[src/rtl/instr_sequencer.sv]
// instr_sequencer: programmable stimulus sequencer for single-cycle datapath
// bring-up. A small step table drives instr_a / reg_write / mem_write. Each
// step is held for DWELL cycles. The datapath probes are captured on the last
// cycle of every step.
//
// Handshake: start is a single-cycle request. It is accepted only when busy=0.
// halt is accepted only when busy=1. cap_valid is a one-cycle qualifier for
// cap_rf/cap_dm and has no back-pressure.
//
// Optional build macro INSTR_SEQUENCER_STEP_EN adds the step_mode/step_go
// inputs. With step_mode=1 the sequencer pauses after each step's capture and
// waits for a step_go pulse.
module instr_sequencer #(
  parameter int NUM_STEPS = 8,
  parameter int DWELL     = 10,
  parameter int DATA_W    = 32
) (
  input  logic              clk,
  input  logic              reset,
  input  logic              prog_we,
  input  logic [2:0]        prog_idx,
  input  logic [4:0]        prog_data,
  input  logic              start,
  input  logic              halt,
`ifdef INSTR_SEQUENCER_STEP_EN
  input  logic              step_mode,
  input  logic              step_go,
`endif
  input  logic [DATA_W-1:0] probe_rf,
  input  logic [DATA_W-1:0] probe_dm,
  output logic [2:0]        instr_a,
  output logic              reg_write,
  output logic              mem_write,
  output logic              busy,
  output logic              done,
  output logic [2:0]        step_idx,
  output logic [DATA_W-1:0] cap_rf,
  output logic [DATA_W-1:0] cap_dm,
  output logic              cap_valid,
  output logic [1:0]        fsm_state
);

  typedef enum logic [1:0] {
    S_IDLE = 2'd0,
    S_RUN  = 2'd1,
    S_DONE = 2'd2
  } state_t;

  localparam logic [3:0] NUM_STEPS_W = 4'(NUM_STEPS);
  localparam logic [2:0] LAST_IDX    = 3'(NUM_STEPS - 1);
  localparam logic [7:0] DWELL_LAST  = 8'(DWELL - 1);

  state_t     state_q;
  logic [7:0] dwell_cnt;
  logic [4:0] step_tab [0:7];

  logic       tbl_wr;
  logic [4:0] entry0;
  logic [4:0] next_entry;
  logic       at_end;
  logic       capture;
  logic       advance;

  assign fsm_state = state_q;
  assign busy      = (state_q == S_RUN);
  assign done      = (state_q == S_DONE);

  // Table writes are allowed only while not running, and only to existing entries.
  assign tbl_wr = prog_we && !busy && ({1'b0, prog_idx} < NUM_STEPS_W);

  // A write and a start in the same cycle: step 0 sees the value being written.
  assign entry0     = (tbl_wr && (prog_idx == 3'd0)) ? prog_data : step_tab[0];
  assign next_entry = step_tab[step_idx + 3'd1];

  assign at_end = (state_q == S_RUN) && (dwell_cnt == DWELL_LAST);

`ifdef INSTR_SEQUENCER_STEP_EN
  logic hold_q;
  // Capture once per step; while holding, only step_go moves the run forward.
  assign capture = at_end && !hold_q;
  assign advance = at_end && (hold_q ? step_go : !step_mode);
`else
  assign capture = at_end;
  assign advance = at_end;
`endif

  // Program table storage, cleared by reset.
  always_ff @(posedge clk or negedge reset) begin
    if (!reset) begin
      for (int i = 0; i < 8; i++) step_tab[i] <= '0;
    end else if (tbl_wr) begin
      step_tab[prog_idx] <= prog_data;
    end
  end

  // Sequencer FSM: step/dwell tracking, registered datapath controls, probe capture.
  always_ff @(posedge clk or negedge reset) begin
    if (!reset) begin
      state_q   <= S_IDLE;
      dwell_cnt <= '0;
      step_idx  <= '0;
      instr_a   <= '0;
      reg_write <= 1'b0;
      mem_write <= 1'b0;
      cap_rf    <= '0;
      cap_dm    <= '0;
      cap_valid <= 1'b0;
`ifdef INSTR_SEQUENCER_STEP_EN
      hold_q    <= 1'b0;
`endif
    end else begin
      cap_valid <= 1'b0;
      case (state_q)
        S_IDLE, S_DONE: begin
          if (start) begin
            state_q                           <= S_RUN;
            step_idx                          <= '0;
            dwell_cnt                         <= '0;
            {instr_a, reg_write, mem_write}   <= entry0;
          end
        end
        S_RUN: begin
          if (halt) begin
            // Abort: drop the write enables at once, no capture.
            state_q   <= S_IDLE;
            reg_write <= 1'b0;
            mem_write <= 1'b0;
            step_idx  <= '0;
            dwell_cnt <= '0;
`ifdef INSTR_SEQUENCER_STEP_EN
            hold_q    <= 1'b0;
`endif
          end else begin
            if (!at_end) dwell_cnt <= dwell_cnt + 8'd1;
            if (capture) begin
              cap_rf    <= probe_rf;
              cap_dm    <= probe_dm;
              cap_valid <= 1'b1;
            end
`ifdef INSTR_SEQUENCER_STEP_EN
            if (advance)                   hold_q <= 1'b0;
            else if (capture && step_mode) hold_q <= 1'b1;
`endif
            if (advance) begin
              if (step_idx != LAST_IDX) begin
                // Next step loads on the same edge, so enables never gap.
                step_idx                        <= step_idx + 3'd1;
                dwell_cnt                       <= '0;
                {instr_a, reg_write, mem_write} <= next_entry;
              end else begin
                // instr_a keeps the last address; enables drop.
                state_q   <= S_DONE;
                reg_write <= 1'b0;
                mem_write <= 1'b0;
              end
            end
          end
        end
        default: state_q <= S_IDLE;
      endcase
    end
  end

endmodule

[config.mk]
export PLATFORM = sky130hd
export DESIGN_NAME = instr_sequencer
export DESIGN_NICKNAME = d
export VERILOG_FILES = /design/src/rtl/instr_sequencer.sv
export SDC_FILE = /design/constraint.sdc
export NUM_CORES = 1
export LEC_CHECK = 0
export CAP_MARGIN = 20
export CORE_UTILIZATION = 48
export DETAILED_ROUTE_END_ITERATION = 8
export PLACE_DENSITY = 0.81
export SYNTH_ARGS = -nofsm -noshare
export SYNTH_HDL_FRONTEND = slang
export SYNTH_SLANG_ARGS = --single-unit
[constraint.sdc]
create_clock -name clk -period 2.7 [get_ports clk]
set_input_delay 0.675 -clock clk [delete_from_list [all_inputs] [get_ports clk]]
set_output_delay 0.675 -clock clk [all_outputs]
set_load 0.01 [all_outputs]
==> out/summary.txt, run 1 <==
outcome: completed
placeable core region: 0.0108 sq mm
vias in the first global route: 4,226
EDFF count, synth: 0
final antenna-violating net count: 0
largest net degree at the start of global routing: 77
Crit. End Element: primary output
Worst Hold Class: primary input to async pin
CTS tree: yes
CTS Sinks: 123
num ports: 154
Nets: 738
max-cap violation count: 0
Final min period: 2.53 ns
clk_skew: 0.00453 ns
CTS buffer count: 17
Worst VDD drop: 0.384 mV
share of cells above drive strength 1: 0.163
CTS resizes: 0
syn nets: 568
Cell Pwr Density: 705 mW/mm^2
multi-input combinational cell area: 0.00209 sq mm
drt drc: 0
via count: 4,249
# Post-CTS Setup Buffers: 0
WL met3: 729 um
GP Congestion: 0.831
DIE HEIGHT: 107 um
Post-synth ARST share: 1.00
Overflow after GRT: 0
RSZ-0062 raised after global routing: no
Critical Path Source Type: register
worst-path maximum fanout: 6
Mapped Area: 0.00531 sq mm
FMAX: 0.395 GHz
Finish-stage setup viols: 0
First DRT Iteration DRCs: 376
ANT cells: 0
later-pin clock latency in the skew report: 0.51 ns
Seq cells post-synth: 123
Worst Tran Pin Value: 0.622 ns
die width: 107 um
hold_buf cts: 0
Synth Flop Type: dfrtp_1
Period Utilization, post-route: 0.938
Hold Vio Cnt, Final: 0
H-tree depth: 4
register area share after synthesis: 0.580
total power: 5.45 mW
leak pwr: 3.64 nW
Max Used Layer: met4
Req. time, crit path: 2.03 ns
Mapped Cells: 487
WL met1: 5500 um
fillers: 754
die area: 0.0115 sq mm
first-pass GRT wire length: 21,100 um
Slew headroom: 0.584
clock root cell: clkbuf_8
HPWL after detailed placement: 9370 um
CTS max path bufs: 2
count of TritonRoute iterations in the first routing pass: 4
Synth Area per Inst: 10.9 sq um
Sequential Area: 0.00308 sq mm
layout overhead on the synthesized area: 45.6%
final core occ: 0.717
Reg clk slew, reported paths: 0.06 ns
Via density: 5.25
warnings from Yosys: 0
final wirelength: 13,400 um
Buffers on Ports: 153
crit path kind: register to primary output
Wirelength per Cell: 16.5 um
GRT Util Overall: 0.244
crit path DAT: 1.86 ns
Fin Setup TNS: 0 ns
initial antenna violation count: 0
Starting Density: 0.492
Max Slew Vio Count: 0
number of distinct library cells after synthesis: 45
FP Rows: 38
DR WL met2: 6860 um
==> per-stage QoR <==
stage	std cells	worst slack (ns)	hold WS (ns)	area, sq um
final	809	0.167	0.153	7730
after global routing	809	0.0252	0.162	7730
after CTS	809	0.137	0.147	7730
after detailed placement	778	0.0453	0.462	7090
after global placement	778	0.104	0.456	7090
after floorplan	487	0.624	0.379	5310
==> placed cells by master (no fill, tap or decap), types with 3 or more instances in the layout <==
cell type and count:
a22o_1 3, buf_12 5, o31ai_1 4, nor3_1 6
clkbuf_16 16, mux2i_1 5, mux4_2 10, nand3b_1 3
bufinv_16 5, buf_4 15, nor3b_1 3, nand3_1 3
inv_1 3, clkbuf_8 5, clkdlybuf4s50_1 152, nor2b_1 3
o21ai_0 5, a21oi_1 3, o22ai_1 3, clkbuf_1 3
mux2_2 42, nor2_1 8, dfrtp_1 123, nand2_1 201
ha_1 4
==> cells in the mapped netlist, drive strengths merged, types with 5 or more instances <==
library cell	instances	share of area
nand2	201	0.14
dfrtp	123	0.58
mux2	42	0.089
buf	14	0.019
mux4	10	0.042
nor2	8	0.0057
clkbuf	7	0.0049
nor3	6	0.0057
a21oi	5	0.0061
mux2i	5	0.0094
o21ai	5	0.0047
==> layer usage <==
| metal | track usage | vias up |
|---|---|---|
| met5 | 0 | - |
| met4 | 0.106 | 0 |
| met3 | 0.0492 | 21 |
| met2 | 0.420 | 152 |
| met1 | 0.299 | 2093 |
| li1 | - | 1983 |
==> final cells by class <==
cell class	count	share of cell area
clock buffer	24	0.0621
tap	140	0.0227
clock inverter	7	0.0207
inverter	5	0.00243
sequential	123	0.398
multi-input combinational	338	0.270
timing repair buffer	172	0.224
==> flip-flops by register name, summed over array words and instances, names as in the netlist <==
signal / flops
reg_write: 1
mem_write: 1
fsm_state: 2
step_idx: 3
instr_a: 3
step_tab: 40
dwell_cnt: 8
cap_rf: 32
cap_valid: 1
cap_dm: 32
==> power breakdown <==
| group | total (mW) | leakage [nW] | switching, mW | internal (mW) |
|---|---|---|---|---|
| Combinational | 0.795 | 1.69 | 0.310 | 0.485 |
| Sequential | 2.22 | 1.64 | 0.146 | 2.08 |
| Clock | 2.43 | 0.315 | 0.746 | 1.68 |
| Total | 5.45 | 3.64 | 1.20 | 4.25 |
==> final timing paths <==
check / end / start / cells after the start / slack, ns
worst max-delay path: busy / fsm_state[1]$_DFFE_PN0P_ / 3 / 0.17
worst min-delay path: step_tab[2]$_DFFE_PN0P_ / reset / 2 / 0.15
worst max register to register: mem_write$_DFFE_PN0P_ / step_idx[1]$_DFFE_PN0P_ / 6 / 0.50
worst min register to register: cap_rf[4]$_DFFE_PN0P_ / cap_rf[4]$_DFFE_PN0P_ / 2 / 0.47
max in group asynchronous: cap_rf[18]$_DFFE_PN0P_ / reset / 2 / 2.17
min in group clk: cap_rf[4]$_DFFE_PN0P_ / cap_rf[4]$_DFFE_PN0P_ / 2 / 0.47
==> cells by family after synthesis <==
kind of cell / count (synthesis) / synth area share
AO/OA/AOI/OAI: 34 / 0.0466
XOR/XNOR: 2 / 0.00330
adder cells (fa/ha/maj): 4 / 0.00942
buffers and inverters: 26 / 0.0276
flip-flops: 123 / 0.580
multiplexers: 57 / 0.141
AND/OR/NAND/NOR: 241 / 0.193
==> worst max-delay path: stages (launching register included) <==
cell and delay, ns:
dfrtp_1 0.41, nand2b_1 0.29, clkinv_1 0.11, clkdlybuf4s50_1 0.54
Power figures use the tool's default switching activity.
==> run 2: changes to the inputs <==
--- a/config.mk
+++ b/config.mk
@@ -5,10 +5,11 @@
 export SDC_FILE = /design/constraint.sdc
 export NUM_CORES = 1
 export LEC_CHECK = 0
+export ABC_AREA = 1
 export CAP_MARGIN = 20
 export CORE_UTILIZATION = 48
 export DETAILED_ROUTE_END_ITERATION = 8
-export PLACE_DENSITY = 0.81
+export PLACE_DENSITY_LB_ADDON = 0.25
 export SYNTH_ARGS = -nofsm -noshare
 export SYNTH_HDL_FRONTEND = slang
 export SYNTH_SLANG_ARGS = --single-unit
==> run 2 against run 1 <==
Net effect:
- clock power down 6%
- global-route usage up 1.1 points
- power is 13% higher
- critical path type unchanged
- largest cell class unchanged
==> out/summary.txt, run 2 <==
clock root cell: clkbuf_16 (was clkbuf_8)
number of distinct library cells after synthesis: 27 (was 45)
CTS tree: yes (unchanged)
registers with the most flip-flops: step_tab x40, cap_dm x32, cap_rf x32 (unchanged)
multi-input combinational cell area: 0.00209 sq mm (about the same)
outcome: completed (unchanged)
Final min period: 2.56 ns (was 2.53 ns)
via count: 5,131 (was 4,249)
Starting Density: 0.491 (was 0.492)
worst-path maximum fanout: 14 (was 6)
Buffers on Ports: 153 (unchanged)
slowest cell on the critical path: clkdlybuf4s50_1 (unchanged)
syn nets: 776 (was 568)
placeable core region: 0.0114 sq mm (was 0.0108 sq mm)
die area: 0.0121 sq mm (was 0.0115 sq mm)
Wirelength per Cell: 14.6 um (was 16.5 um)
FMAX: 0.390 GHz (was 0.395 GHz)
HPWL after detailed placement: 10,500 um (was 9370 um)
drt drc: 0 (unchanged)
share of cells above drive strength 1: 0.0634 (was 0.163)
max incr delay on CP: 0.63 ns (was 0.54 ns)
vias in the first global route: 4,973 (was 4,226)
Fin Setup TNS: 0 ns (unchanged)
Largest Register: step_tab (unchanged)
max-cap violation count: 0 (unchanged)
ANT cells: 0 (unchanged)
register area share after synthesis: 0.551 (was 0.580)
Via density: 5.08 (was 5.25)
CTS max path bufs: 2 (unchanged)
later-pin clock latency in the skew report: 0.41 ns (was 0.51 ns)
First DRT Iteration DRCs: 341 (was 376)
H-tree depth: 4 (unchanged)
Seq cells post-synth: 123 (unchanged)
largest net degree at the start of global routing: 66 (was 77)
CTS Sinks: 123 (unchanged)
Hold Vio Cnt, Final: 0 (unchanged)
clk_skew: 0.0130 ns (was 0.00453 ns)
max FFs per register: 40 (unchanged)
count of TritonRoute iterations in the first routing pass: 5 (was 4)
leak pwr: 3.90 nW (was 3.64 nW)
CTS buffer count: 17 (unchanged)
final antenna-violating net count: 0 (unchanged)
EDFF count, synth: 0 (unchanged)
Sequential Area: 0.00308 sq mm (unchanged)
FP Rows: 39 (was 38)
Worst Tran Pin Value: 0.539 ns (was 0.622 ns)
Period Utilization, post-route: 0.949 (was 0.938)
most common cell after layout, fill and taps aside: nand2_1 (unchanged)
# Post-CTS Setup Buffers: 0 (unchanged)
crit path DAT: 1.89 ns (was 1.86 ns)
Synth Area per Inst: 8.03 sq um (was 10.9 sq um)
worst-path cell chain: nor2_4 -> clkdlybuf4s50_1 (was nand2b_1 -> clkinv_1 -> clkdlybuf4s50_1)
Max Slew Vio Count: 0 (unchanged)
RSZ-0062 raised after global routing: no (unchanged)
first-pass GRT wire length: 23,200 um (was 21,100 um)
GP Congestion: 0.828 (was 0.831)
warnings from Yosys: 0 (unchanged)
Mapped Area: 0.00558 sq mm (was 0.00531 sq mm)
commonest non-fill, non-tap cells in the layout: 331 x nand2_1, 152 x clkdlybuf4s50_1, 123 x dfrtp_1 (was 201 x nand2_1, 152 x clkdlybuf4s50_1, 123 x dfrtp_1)
die width: 110 um (was 107 um)
hold_buf cts: 0 (unchanged)
Critical Path Source Type: register (unchanged)
Cell Pwr Density: 788 mW/mm^2 (was 705 mW/mm^2)
hold slack: 0.232 ns (was 0.153 ns)
most frequent cell after synthesis: nand2_1 (unchanged)
final wirelength: 14,700 um (was 13,400 um)
top cells by area, synth: dfrtp_1 55%, nand2_1 22%, nand3_1 4.8% (was dfrtp_1 58%, nand2_1 14%, mux2_2 8.9%)
crit path kind: register to primary output (unchanged)
num ports: 154 (unchanged)
Worst Hold Class: primary input to async pin (unchanged)
Reg clk slew, reported paths: 0.06 ns (about the same)
GRT Util Overall: 0.255 (was 0.244)
initial antenna violation count: 0 (unchanged)
DIE HEIGHT: 110 um (was 107 um)
Post-synth ARST share: 1.00 (unchanged)
fillers: 911 (was 754)
layout overhead on the synthesized area: 40.4% (was 45.6%)
synth cell count leaders: 331 x nand2_1, 123 x dfrtp_1, 59 x inv_1 (was 201 x nand2_1, 123 x dfrtp_1, 42 x mux2_2)
Worst VDD drop: 0.459 mV (was 0.384 mV)
Synth Flop Type: dfrtp_1 (unchanged)
Overflow after GRT: 0 (unchanged)
Req. time, crit path: 2.03 ns (about the same)
Slew headroom: 0.639 (was 0.584)
Nets: 936 (was 738)
Mapped Cells: 695 (was 487)
CTS resizes: 0 (unchanged)
R2R cell count: 8 (was 6)
Finish-stage setup viols: 0 (unchanged)
Crit. End Element: primary output (unchanged)
top cell type by total area after synthesis: dfrtp_1 (unchanged)
Synth top area share: 0.551 (was 0.580)
run 2: final timing paths:
kind                                           from                       end  slack (ns)
max                        fsm_state[1]$_DFFE_PN0P_                      busy        0.14
min                                           reset     cap_dm[7]$_DFFE_PN0P_        0.23
max reg2reg                dwell_cnt[1]$_DFFE_PN0P_     cap_rf[9]$_DFFE_PN0P_        0.64
min reg2reg                   cap_rf[8]$_DFFE_PN0P_     cap_rf[8]$_DFFE_PN0P_        0.48
max in group asynchronous                     reset  dwell_cnt[2]$_DFFE_PN0P_        1.78
min in group clk              cap_rf[8]$_DFFE_PN0P_     cap_rf[8]$_DFFE_PN0P_        0.48
run 2: final cells by class:
class,instances,area share
sequential,123,0.393
multi-input combinational,485,0.267
timing repair buffer,163,0.209
clock buffer,21,0.0587
inverter,65,0.0311
tap,143,0.0228
clock inverter,11,0.0184
run 2: stage by stage:
step	utilization	worst slack [ns]	power (mW)	area [sq um]	std cells
4_1_cts	0.689	0.117	6.20	7840	1011
3_5_place_dp	0.636	0.382	3.90	7230	979
2_1_floorplan	-	0.967	3.25	5580	695
6_report	0.689	0.138	6.18	7840	1011
5_1_grt	0.689	0.0404	6.52	7840	1011
3_3_place_gp	0.636	0.485	3.84	7230	979
run 2: cell families (layout without fill, tap and decap cells):
group | Yosys count | count (layout) | synth area share
flip-flops | 123 | 123 | 0.551
XOR/XNOR | 2 | 2 | 0.00314
adder cells (fa/ha/maj) | 4 | 4 | 0.00896
AND/OR/NAND/NOR | 435 | 435 | 0.322
buffers and inverters | 87 | 260 | 0.0753
AO/OA/AOI/OAI | 44 | 44 | 0.0399
run 2: power breakdown:
group / switching [mW] / internal [mW]
clock: 0.783 / 1.49
combinational: 0.892 / 0.658
sequential: 0.169 / 2.18
total: 1.84 / 4.34
run 2: critical path, delay by kind of cell (launching register included):
family | cells | cell delay (ns)
AND/OR/NAND/NOR | 1 | 0.42
buffers and inverters | 1 | 0.63
flip-flops | 1 | 0.43
run 2: routing by layer:
layer | routed length [um] | share of wire | up-vias | global-route usage
li1 | - | - | 2493 | -
met1 | 6060 | 0.41 | 2420 | 0.303
met2 | 7410 | 0.50 | 190 | 0.439
met3 | 1020 | 0.069 | 28 | 0.0658
met4 | 250 | 0.017 | 0 | 0.103
met5 | 0 | 0 | - | 0
==> run 3: changes to the inputs <==
--- a/config.mk
+++ b/config.mk
@@ -6,6 +6,7 @@
 export NUM_CORES = 1
 export LEC_CHECK = 0
 export ABC_AREA = 1
+export ABC_CLOCK_PERIOD_IN_PS = 2700
 export CAP_MARGIN = 20
 export CORE_UTILIZATION = 48
 export DETAILED_ROUTE_END_ITERATION = 8
==> results of run 3 <==
Same layout as run 2: the final DEF is identical, and so are final timing and power.
